### src/rtl/scmp_agu_if.sv
// scmp_agu_if: sequencer <-> AGU request/result bundle
interface scmp_agu_if #(
  parameter int ADDR_W = 16,
  parameter int PSEL_W = 2
);
  logic              req;
  logic [2:0]        op;
  logic [PSEL_W-1:0] ptr_sel;
  logic [7:0]        disp;
  logic [7:0]        ext;
  logic [ADDR_W-1:0] wdata;
  logic              busy;
  logic              done;
  logic [ADDR_W-1:0] ea;
  logic [ADDR_W-1:0] rdata;
  logic [ADDR_W-1:0] pc;
  modport master (output req, op, ptr_sel, disp, ext, wdata, input busy, done, ea, rdata, pc);
  modport slave  (input req, op, ptr_sel, disp, ext, wdata, output busy, done, ea, rdata, pc);
endinterface

### src/rtl/scmp_agu.sv
// scmp_agu: SC/MP pointer bank and two-step page-wrapping effective address unit
module scmp_agu #(
  parameter int NPTR   = 4,
  parameter int ADDR_W = 16,
  parameter int PAGE_W = 12,
  parameter int PSEL_W = $clog2(NPTR)
) (
  input logic       clk,
  input logic       rst_n,
  scmp_agu_if.slave bus
);
  localparam logic [2:0] OP_NOP = 3'd0, OP_LD = 3'd1, OP_EA = 3'd2, OP_AUTO = 3'd3, OP_INC = 3'd4, OP_XCH = 3'd5;
  localparam int NSEL = 1 << PSEL_W;
  localparam logic [NSEL-1:0] SEL_OK = NSEL'((64'd1 << NPTR) - 64'd1);
  localparam logic [ADDR_W-1:0] PMASK = ADDR_W'((64'd1 << PAGE_W) - 64'd1);
  typedef enum logic [1:0] {S_IDLE, S_LO, S_HI} state_t;
  state_t r_state, w_next;
  logic [ADDR_W-1:0] r_ptr [NPTR];
  logic [2:0]        r_op;
  logic [PSEL_W-1:0] r_sel;
  logic [7:0]        r_d;
  logic [ADDR_W-1:0] r_wdata;
  logic [7:0]        r_lo;
  logic              r_c;
  logic              r_done;
  logic [ADDR_W-1:0] r_ea, r_rdata;
  logic [ADDR_W-1:0] w_p, w_sum, w_new, w_ea, w_rd;
  logic [ADDR_W-9:0] w_hi;
  logic [8:0]        w_lo;
  logic              w_wr;
  assign w_p  = r_ptr[r_sel];
  assign w_lo = {1'b0, w_p[7:0]} + {1'b0, r_d};
  // sign of d supplies the borrow (all-ones) into the high step
  assign w_hi  = w_p[ADDR_W-1:8] + {(ADDR_W-8){r_d[7]}} + (ADDR_W-8)'(r_c);
  assign w_sum = (w_p & ~PMASK) | ({w_hi, r_lo} & PMASK);
  always_ff @(posedge clk or negedge rst_n)
    if (!rst_n) r_state <= S_IDLE;
    else r_state <= w_next;
  always_comb begin
    w_next = r_state;
    w_wr   = 1'b0;
    w_new  = w_sum;
    w_ea   = w_sum;
    w_rd   = w_sum;
    w_next = r_state == S_IDLE ? (bus.req ? S_LO : S_IDLE) : r_state == S_LO ? S_HI : S_IDLE;
    w_wr   = r_op == OP_LD || r_op == OP_AUTO || r_op == OP_INC || r_op == OP_XCH;
    w_new  = (r_op == OP_LD || r_op == OP_XCH) ? r_wdata : w_sum;
    w_ea   = r_op == OP_LD ? r_wdata : (r_op == OP_XCH || (r_op == OP_AUTO && !r_d[7])) ? w_p : w_sum;
    w_rd   = r_op == OP_LD ? r_wdata : (r_op == OP_EA || r_op == OP_XCH) ? w_p : w_sum;
  end
  always_ff @(posedge clk or negedge rst_n)
    if (!rst_n) begin
      r_ptr   <= '{default: '0};
      r_op    <= OP_NOP;
      r_sel   <= '0;
      r_d     <= '0;
      r_wdata <= '0;
      r_lo    <= '0;
      r_c     <= 1'b0;
      r_done  <= 1'b0;
      r_ea    <= '0;
      r_rdata <= '0;
    end else begin
      r_done <= r_state == S_HI;
      if (r_state == S_IDLE && bus.req) begin
        r_op    <= (bus.op > OP_XCH || !SEL_OK[bus.ptr_sel]) ? OP_NOP : bus.op;
        r_sel   <= SEL_OK[bus.ptr_sel] ? bus.ptr_sel : '0;
        r_d     <= bus.op == OP_INC ? 8'd1 : bus.disp == 8'h80 ? bus.ext : bus.disp;
        r_wdata <= bus.wdata;
      end
      if (r_state == S_LO) begin
        r_lo <= w_lo[7:0];
        r_c  <= w_lo[8];
      end
      if (r_state == S_HI) begin
        if (w_wr) r_ptr[r_sel] <= w_new;
        if (r_op != OP_NOP) begin
          r_ea    <= w_ea;
          r_rdata <= w_rd;
        end
      end
    end
  assign bus.busy  = r_state != S_IDLE;
  assign bus.done  = r_done;
  assign bus.ea    = r_ea;
  assign bus.rdata = r_rdata;
  assign bus.pc    = r_ptr[0];
endmodule

### src/flat_wrapper.sv
// flat-port wrapper written by rule: the top's interface ports become plain ports
module scmp_agu_flat 
#(
  parameter int NPTR   = 4,
  parameter int ADDR_W = 16,
  parameter int PAGE_W = 12,
  parameter int PSEL_W = $clog2(NPTR)
)
  (clk, rst_n, bus_req, bus_op, bus_ptr_sel, bus_disp, bus_ext, bus_wdata, bus_busy, bus_done, bus_ea, bus_rdata, bus_pc);
  scmp_agu_if #(.ADDR_W(ADDR_W), .PSEL_W(PSEL_W)) bus_i ();
  input logic clk;
  input logic rst_n;
  input wire logic [$bits(bus_i.req)-1:0] bus_req;
  input wire logic [$bits(bus_i.op)-1:0] bus_op;
  input wire logic [$bits(bus_i.ptr_sel)-1:0] bus_ptr_sel;
  input wire logic [$bits(bus_i.disp)-1:0] bus_disp;
  input wire logic [$bits(bus_i.ext)-1:0] bus_ext;
  input wire logic [$bits(bus_i.wdata)-1:0] bus_wdata;
  output wire logic [$bits(bus_i.busy)-1:0] bus_busy;
  output wire logic [$bits(bus_i.done)-1:0] bus_done;
  output wire logic [$bits(bus_i.ea)-1:0] bus_ea;
  output wire logic [$bits(bus_i.rdata)-1:0] bus_rdata;
  output wire logic [$bits(bus_i.pc)-1:0] bus_pc;
  assign bus_i.req = bus_req;
  assign bus_i.op = bus_op;
  assign bus_i.ptr_sel = bus_ptr_sel;
  assign bus_i.disp = bus_disp;
  assign bus_i.ext = bus_ext;
  assign bus_i.wdata = bus_wdata;
  assign bus_busy = bus_i.busy;
  assign bus_done = bus_i.done;
  assign bus_ea = bus_i.ea;
  assign bus_rdata = bus_i.rdata;
  assign bus_pc = bus_i.pc;
  scmp_agu #(.NPTR(NPTR), .ADDR_W(ADDR_W), .PAGE_W(PAGE_W), .PSEL_W(PSEL_W)) u_core (.clk(clk), .rst_n(rst_n), .bus(bus_i));
endmodule
### config.mk
export PLATFORM = sky130hd
export DESIGN_NAME = scmp_agu_flat
export DESIGN_NICKNAME = d
export VERILOG_FILES = /design/src/rtl/scmp_agu_if.sv /design/src/rtl/scmp_agu.sv /design/src/flat_wrapper.sv
export SDC_FILE = /design/constraint.sdc
export NUM_CORES = 1
export LEC_CHECK = 0
export ABC_AREA = 1
export CORE_ASPECT_RATIO = 0.7
export CORE_UTILIZATION = 50
export CTS_BUF_LIST = sky130_fd_sc_hd__clkbuf_8
export CTS_CLUSTER_SIZE = 14
export DETAILED_ROUTE_END_ITERATION = 6
export GPL_ROUTABILITY_DRIVEN = 0
export GPL_TIMING_DRIVEN = 0
export MAX_ROUTING_LAYER = met4
export PLACE_DENSITY = 0.76
export SYNTH_ARGS = -nofsm -noshare
export SYNTH_HDL_FRONTEND = slang
export SYNTH_SLANG_ARGS = --single-unit
### constraint.sdc
create_clock -name clk -period 7.5 [get_ports clk]
set_clock_uncertainty 0.1 [all_clocks]
set_input_delay 1.125 -clock clk [delete_from_list [all_inputs] [get_ports clk]]
set_output_delay 1.125 -clock clk [all_outputs]
set_load 0.01 [all_outputs]
==> impl_results.md, run 1 <==
- Post CTS Setup Buffer Count: 0
- Share of synthesized cell area in full adder, half adder and majority cells: 2.75%
- Final Hold Fails: 0
- Largest net degree at the start of global routing: 103
- Routed Antenna Nets: 0
- Final hold slack: 0.397 ns
- Sequential share of the synthesized area: 49.5%
- Grt ovf: 0
- Area contributors post-synth: dfrtp_1 (49%), nand2_1 (11%), a21oi_1 (6.1%)
- Initial antenna violation count: 0
- Fmax: 317 MHz
- Post-synth cell types: 30
- Cts repair resizes: 0
- Crit path buf inv count: 1
- Skew-Pair Late Insertion Delay: 0.45 ns
- Final Cycle Share: 42.1%
- Tmin final: 3.16 ns
- Syn Nets: 880
- N_diodes: 0
- Post-DR vias/cell: 5.46
- Clock root buffer: clkbuf_8
- Reg area: 3330 um2
- Clock buffer depth: 2
- Post-Synth Simple-Gate Area: 19.4%
- Hold Path Depth: 2
- Mapped Cells: 827
- PwrDens: 406 nW/um2
- Largest area contributor in the netlist: dfrtp_1
- Post-DP HPWL: 13,500 um
- Reg2reg end: u_core.r_ptr[25]
- Final Setup Violations: 0
- Post-synth top area share: 49.5%
- Worst Setup Path Type: reg2reg
- Synth Area in Compound Gates: 15.4%
- Die area: 13,900 um2
- Fin area: 8260 um2
- RSZ-0062 raised after global routing: false
- Placed cell areas: 7850 um2
- EDFF count, synth: 0
- Gr usage total: 29.3%
- Reg2Reg Setup Slack: 4.34 ns
- Vias in the first global route: 5,749
- Crit path capture type: flip-flop
- Std-Cell Rows: 35
- Yosys warnings: 0
- Routed WL: 18,700 um
- Hold bufs inserted after CTS: 0
- Worst setup path startpoint: u_core.r_sel[1]
- Chip width: 141 um
- Crit path DAT: 3.43 ns
- DRT iter0 DRCs: 642
- Post-route DRC: 0
- Status: finished clean
- FFs w/ async S/R, synth: 100%
- Htree depth: 4
- Max cap viols: 0
- Largest delay contributor family on the critical path: adder cells
- Die Y: 99.0 um
- Worst-path clk slew: 0.07 ns
- CP Cell Sequence: inv_2 > nand2_2 > o22ai_1 > nor2_1 > fa_1 > fa_1 > o21ai_0 > mux2_2
- Crit start category: flip-flop
- Pre-Repair DR Iteration Count: 5
- Layout area overhead: 22.8%
- Critical path fanouts, max: 10
- # port buffers: 89
- TritonCTS Sinks: 133
- CP Capture Point: u_core.r_ptr[25]
- Footprint of the multi-input gates: 2680 um2
- Reg2reg path depth: 8
- WL/cell: 16.8 um
- Yosys reg bits: 133
- Synth Area in XOR/XNOR: 0.521%
- Layout cells sized above 1: 10.4%
- First-pass GRT wire length: 30,100 um
- Worst Path Required: 7.77 ns
- Worst slew pin tran: 0.866 ns
- Nets@finish: 989
- Mux cell area share after synthesis: 1.67%
- WP depth: 8
- Max transition margin: 41.7%
- Syn avg cell area: 8.13 um2
- Setup TNS: 0 ns
- Crit-path most repeated cell: fa_1
- Share of the core filled with cells: 62.9%
- Initial Util: 51.2%
- Vias: 6,093
- Cell area after synthesis: 6720 um2
- R2R Path Start: u_core.r_sel[1]
- CP max stage delay: 0.63 ns
- Leakage: 4.01 nW
- Layout filler cell count: 1,122
- Predominant post-synthesis flop cell: dfrtp_1
- Worst vdd ir: 207 uV
- Number of buffers created by CTS: 17
- Largest family of logic cells by synthesized area: simple AND/OR/NAND/NOR gates
- Core Area: 13,100 um2
- Min-delay worst type: reg2reg
- CTS tree: built
- Crit-path slowest cell: o21ai_0
- IO Pins: 90
- Max-slew violation count: 0
[per-stage QoR]
step	power (mW)	setup WS, ns	std cells
floorplan	2.09	5.00	827
global placement	2.67	-0.0417	1082
detailed placement	2.71	4.40	1083
CTS	3.34	4.36	1115
global route	3.57	4.24	1115
finish	3.35	4.34	1115
[layer usage]
| metal | track usage, % | vias to the layer above | part of all wire (%) |
|---|---|---|---|
| li1 | - | 2882 | - |
| met1 | 42.3 | 2874 | 46 |
| met2 | 41.9 | 307 | 43 |
| met3 | 5.00 | 30 | 8.5 |
| met4 | 9.78 | 0 | 1.9 |
| met5 | - | - | 0 |
[Yosys cell counts (2+ instances only)]
master and number:
o21ai_0 79, nor3_1 7, buf_4 24, a21oi_1 82, inv_1 92, mux2_2 10
buf_6 6, o21bai_1 3, ha_1 10, a31oi_1 2, o21ai_2 4, o22ai_1 14
clkbuf_1 6, xor2_1 3, nand2_1 195, nand4_1 4, inv_2 5, nand3_1 31
a22oi_1 8, nor2_1 83, fa_1 3, clkbuf_8 2, nand2_2 5, buf_2 11
dfrtp_1 133
[cell type report]
cell class                      instances  share of cell area (%)
Buffer                                 49                    4.27
Tap cell                              166                    2.51
Inverter                               97                    4.41
Timing Repair Buffer                   90                    11.1
Sequential cell                       133                    40.3
Clock inverter                         10                    1.27
Multi-Input combinational cell        548                    32.4
Clock buffer                           22                    3.67
[placed cells by master, fill, tap and decap left out, drive strengths merged, types with 2 or more instances in the layout]
cell	Yosys	routed
bufinv	0	2
clkbuf	8	30
dfrtp	133	133
a22oi	8	8
inv	97	100
nor2	84	84
o21ai	83	83
o21bai	3	3
nand3	31	31
a21oi	82	82
a31oi	2	2
clkdlybuf4s50	0	88
buf	41	43
mux2	10	10
o22ai	14	14
fa	3	3
xor2	3	3
clkinvlp	0	2
clkinv	0	3
nand4	4	4
ha	10	10
nor3	7	7
nand2	200	200
[logic make-up (layout without fill, tap and decap cells)]
family	count (synthesis)	count (layout)
AO/OA/AOI/OAI	194	194
adder cells (fa/ha/maj)	13	13
flip-flops	133	133
multiplexers	10	10
XOR/XNOR	4	4
AND/OR/NAND/NOR	327	327
buffers and inverters	146	268
[power breakdown]
part	switching, mW	internal, mW	total [mW]
combinational	0.860	0.673	1.53
clock	0.287	0.336	0.623
sequential	0.183	1.01	1.20
total	1.33	2.02	3.35
[how the worst min path moves through the flow]
stage / start / end
global placement: u_core.r_lo[5] / u_core.r_lo[5]
CTS: u_core.r_d[3] / u_core.r_d[3]
global route: u_core.r_ptr[42] / u_core.r_ptr[42]
finish: u_core.r_d[3] / u_core.r_d[3]
floorplan: u_core.r_state[0] / u_core.bus.done
detailed placement: u_core.r_d[3] / u_core.r_d[3]
[tightest hold or removal path: stages, from the launching register on]
cell	delay, ns
dfrtp_1	0.35
nand2_1	0.06
nand2_1	0.06
[flip-flops by register name (all words and copies together) (netlist names)]
name,cells
u_core.r_wdata,16
u_core.bus.ea,13
u_core.bus.pc,16
u_core.r_sel,2
u_core.bus.rdata,15
u_core.r_op,3
u_core.r_ptr,48
u_core.r_c,1
u_core.r_lo,8
u_core.bus.done,1
u_core.r_d,8
u_core.r_state,2
(Power assumes the default switching activity.)
==> run 2, diff against run 1 <==
--- a/config.mk
+++ b/config.mk
@@ -14,7 +14,7 @@
 export GPL_ROUTABILITY_DRIVEN = 0
 export GPL_TIMING_DRIVEN = 0
 export MAX_ROUTING_LAYER = met4
-export PLACE_DENSITY = 0.76
+export PLACE_DENSITY = 0.78
 export SYNTH_ARGS = -nofsm -noshare
 export SYNTH_HDL_FRONTEND = slang
 export SYNTH_SLANG_ARGS = --single-unit
==> constraint.sdc (replaced) <==
create_clock -name clk -period 2.87 [get_ports clk]
set_clock_uncertainty 0.1 [all_clocks]
set_input_delay 0.4305 -clock clk [delete_from_list [all_inputs] [get_ports clk]]
set_output_delay 0.4305 -clock clk [all_outputs]
set_load 0.01 [all_outputs]
==> run 2 against run 1 <==
Final cell count about the same. The run now ends with design-rule violations left. Wire length fell by 2.4%. Critical path type unchanged. Critical endpoint is now u_core.r_ptr[26]. Sequential power rose to 2.6 times the previous value.
==> impl_results.md, run 2 (synthesis results as in run 1) <==
- Core Area: 13,100 um2
- PwrDens: 1060 nW/um2
- Clock root buffer: clkbuf_8
- Reg area: 3330 um2
- Clock buffer depth: 2
- Worst-path clk slew: 0.08 ns
- Footprint of the multi-input gates: 2720 um2
- Skew-Pair Late Insertion Delay: 0.44 ns
- Post-DP HPWL: 13,300 um
- IO Pins: 90
- Layout filler cell count: 1,135
- Final Power: 8.81 mW
- GRT met3 Usage: 5.49%
- Largest net degree at the start of global routing: 93
- Status: complete, but fails checks
- Failing checks: design-rule violations
- Max transition margin: 47.6%
- Crit path DAT: 2.93 ns
- Die Y: 99.0 um
- Worst Path Required: 3.09 ns
- Number of buffers created by CTS: 17
- Top Usage Layer GRT: met2
- Post-DR vias/cell: 5.47
- Vias: 6,105
- Leakage: 4.03 nW
- Setup TNS: 0 ns
- Layout area overhead: 23.9%
- # port buffers: 89
- Layout cells sized above 1: 11.6%
- Final Hold Fails: 0
- Tmin final: 2.72 ns
- Gr usage total: 28.7%
- WL/cell: 16.4 um
- Max FFs per register: 48
- Std-Cell Rows: 35
- Vias in the first global route: 5,862
- Most frequent cells in the layout: nand2_1 (195), dfrtp_1 (131), inv_1 (93), clkdlybuf4s50_1 (88)
- Min-delay worst type: in2async
- Crit start category: flip-flop
- Final Setup Violations: 0
- Met1 GRT Util: 39.6%
- Pre-Repair DR Iteration Count: 7
- Initial Util: 51.2%
- Fmax: 368 MHz
- TritonCTS Sinks: 133
- Die area: 13,900 um2
- Chip width: 141 um
- Reg2Reg Setup Slack: 0.15 ns
- Worst slew pin tran: 0.778 ns
- Grt ovf: 0
- Htree depth: 4
- Most common cell after layout, fill and taps aside: nand2_1
- Grt met2 use: 43.4%
- CTS tree: built
- Initial antenna violation count: 0
- DRT iter0 DRCs: 474
- Max-slew violation count: 0
- N_diodes: 0
- Routed Antenna Nets: 0
- Crit path capture type: flip-flop
- First-pass GRT wire length: 29,700 um
- Worst Setup Path Type: reg2reg
- Critical path fanouts, max: 10
- Max cap viols: 0
- Worst vdd ir: 352 uV
- Nets@finish: 991
- RSZ-0062 raised after global routing: false
- Post-route DRC: 28
- Reg with most FFs: u_core.r_ptr
- Final Cycle Share: 94.7%
- Routed WL: 18,300 um
[run 2: critical path, stage by stage, from the launching register on]
cell      delay [ns]
dfrtp_2         0.43
nand2_1         0.11
clkbuf_4        0.21
o22ai_1         0.17
nor2_1          0.11
fa_2            0.38
fa_1            0.43
xor2_2          0.21
o21ai_1         0.14
mux2_2          0.29
[run 2: layout make-up]
type                    count  area share (%)
plain buffers              49            4.27
clock inverters            11            1.61
repair buffers             92            11.3
well taps                 166            2.49
flip-flops and latches    133            40.0
clock buffers              20            3.31
multi-input cells         548            32.7
inverters                  97            4.37
[run 2: timing repair]
action                                  CTS  global route
endpoints found under the setup margin    8            17
gates resized for setup                   4            10
endpoints found under the hold margin    41             0
buffers inserted                          0             1
hold buffers                              1             0
[run 2: where the power goes]
group / switching (mW) / internal [mW]
Clock: 0.728 / 0.913
Sequential: 0.468 / 2.65
Combinational: 2.25 / 1.80
Total: 3.44 / 5.36
[run 2: per-layer routing]
layer	vias to the layer above	routed length [um]
met2	259	8090
met5	-	0
met1	2931	8440
met4	0	360
li1	2877	-
met3	38	1370
[run 2: path summary, 6_finish.rpt]
kind                                    from           endpoint  cells after the start
max in group asynchronous              rst_n   u_core.bus.ea[3]                      3
min in group clk           u_core.r_state[0]    u_core.bus.done                      1
min reg2reg                u_core.r_state[0]    u_core.bus.done                      1
max reg2reg                  u_core.r_sel[0]   u_core.r_ptr[26]                      9
min                                    rst_n  u_core.bus.pc[15]                      2
max                          u_core.r_sel[0]   u_core.r_ptr[26]                      9
[run 2: per-stage QoR]
step	util, %	hold slack, ns	cell area (um2)	std cells	setup WS, ns
4_1_cts	63.0	0.377	8280	1115	0.00816
3_3_place_gp	59.5	0.373	7820	1082	-3.92
6_report	63.4	0.372	8330	1116	0.153
3_5_place_dp	59.8	0.271	7850	1083	-0.173
2_1_floorplan	-	0.0349	6720	827	0.372
5_1_grt	63.4	0.411	8330	1116	0.0220
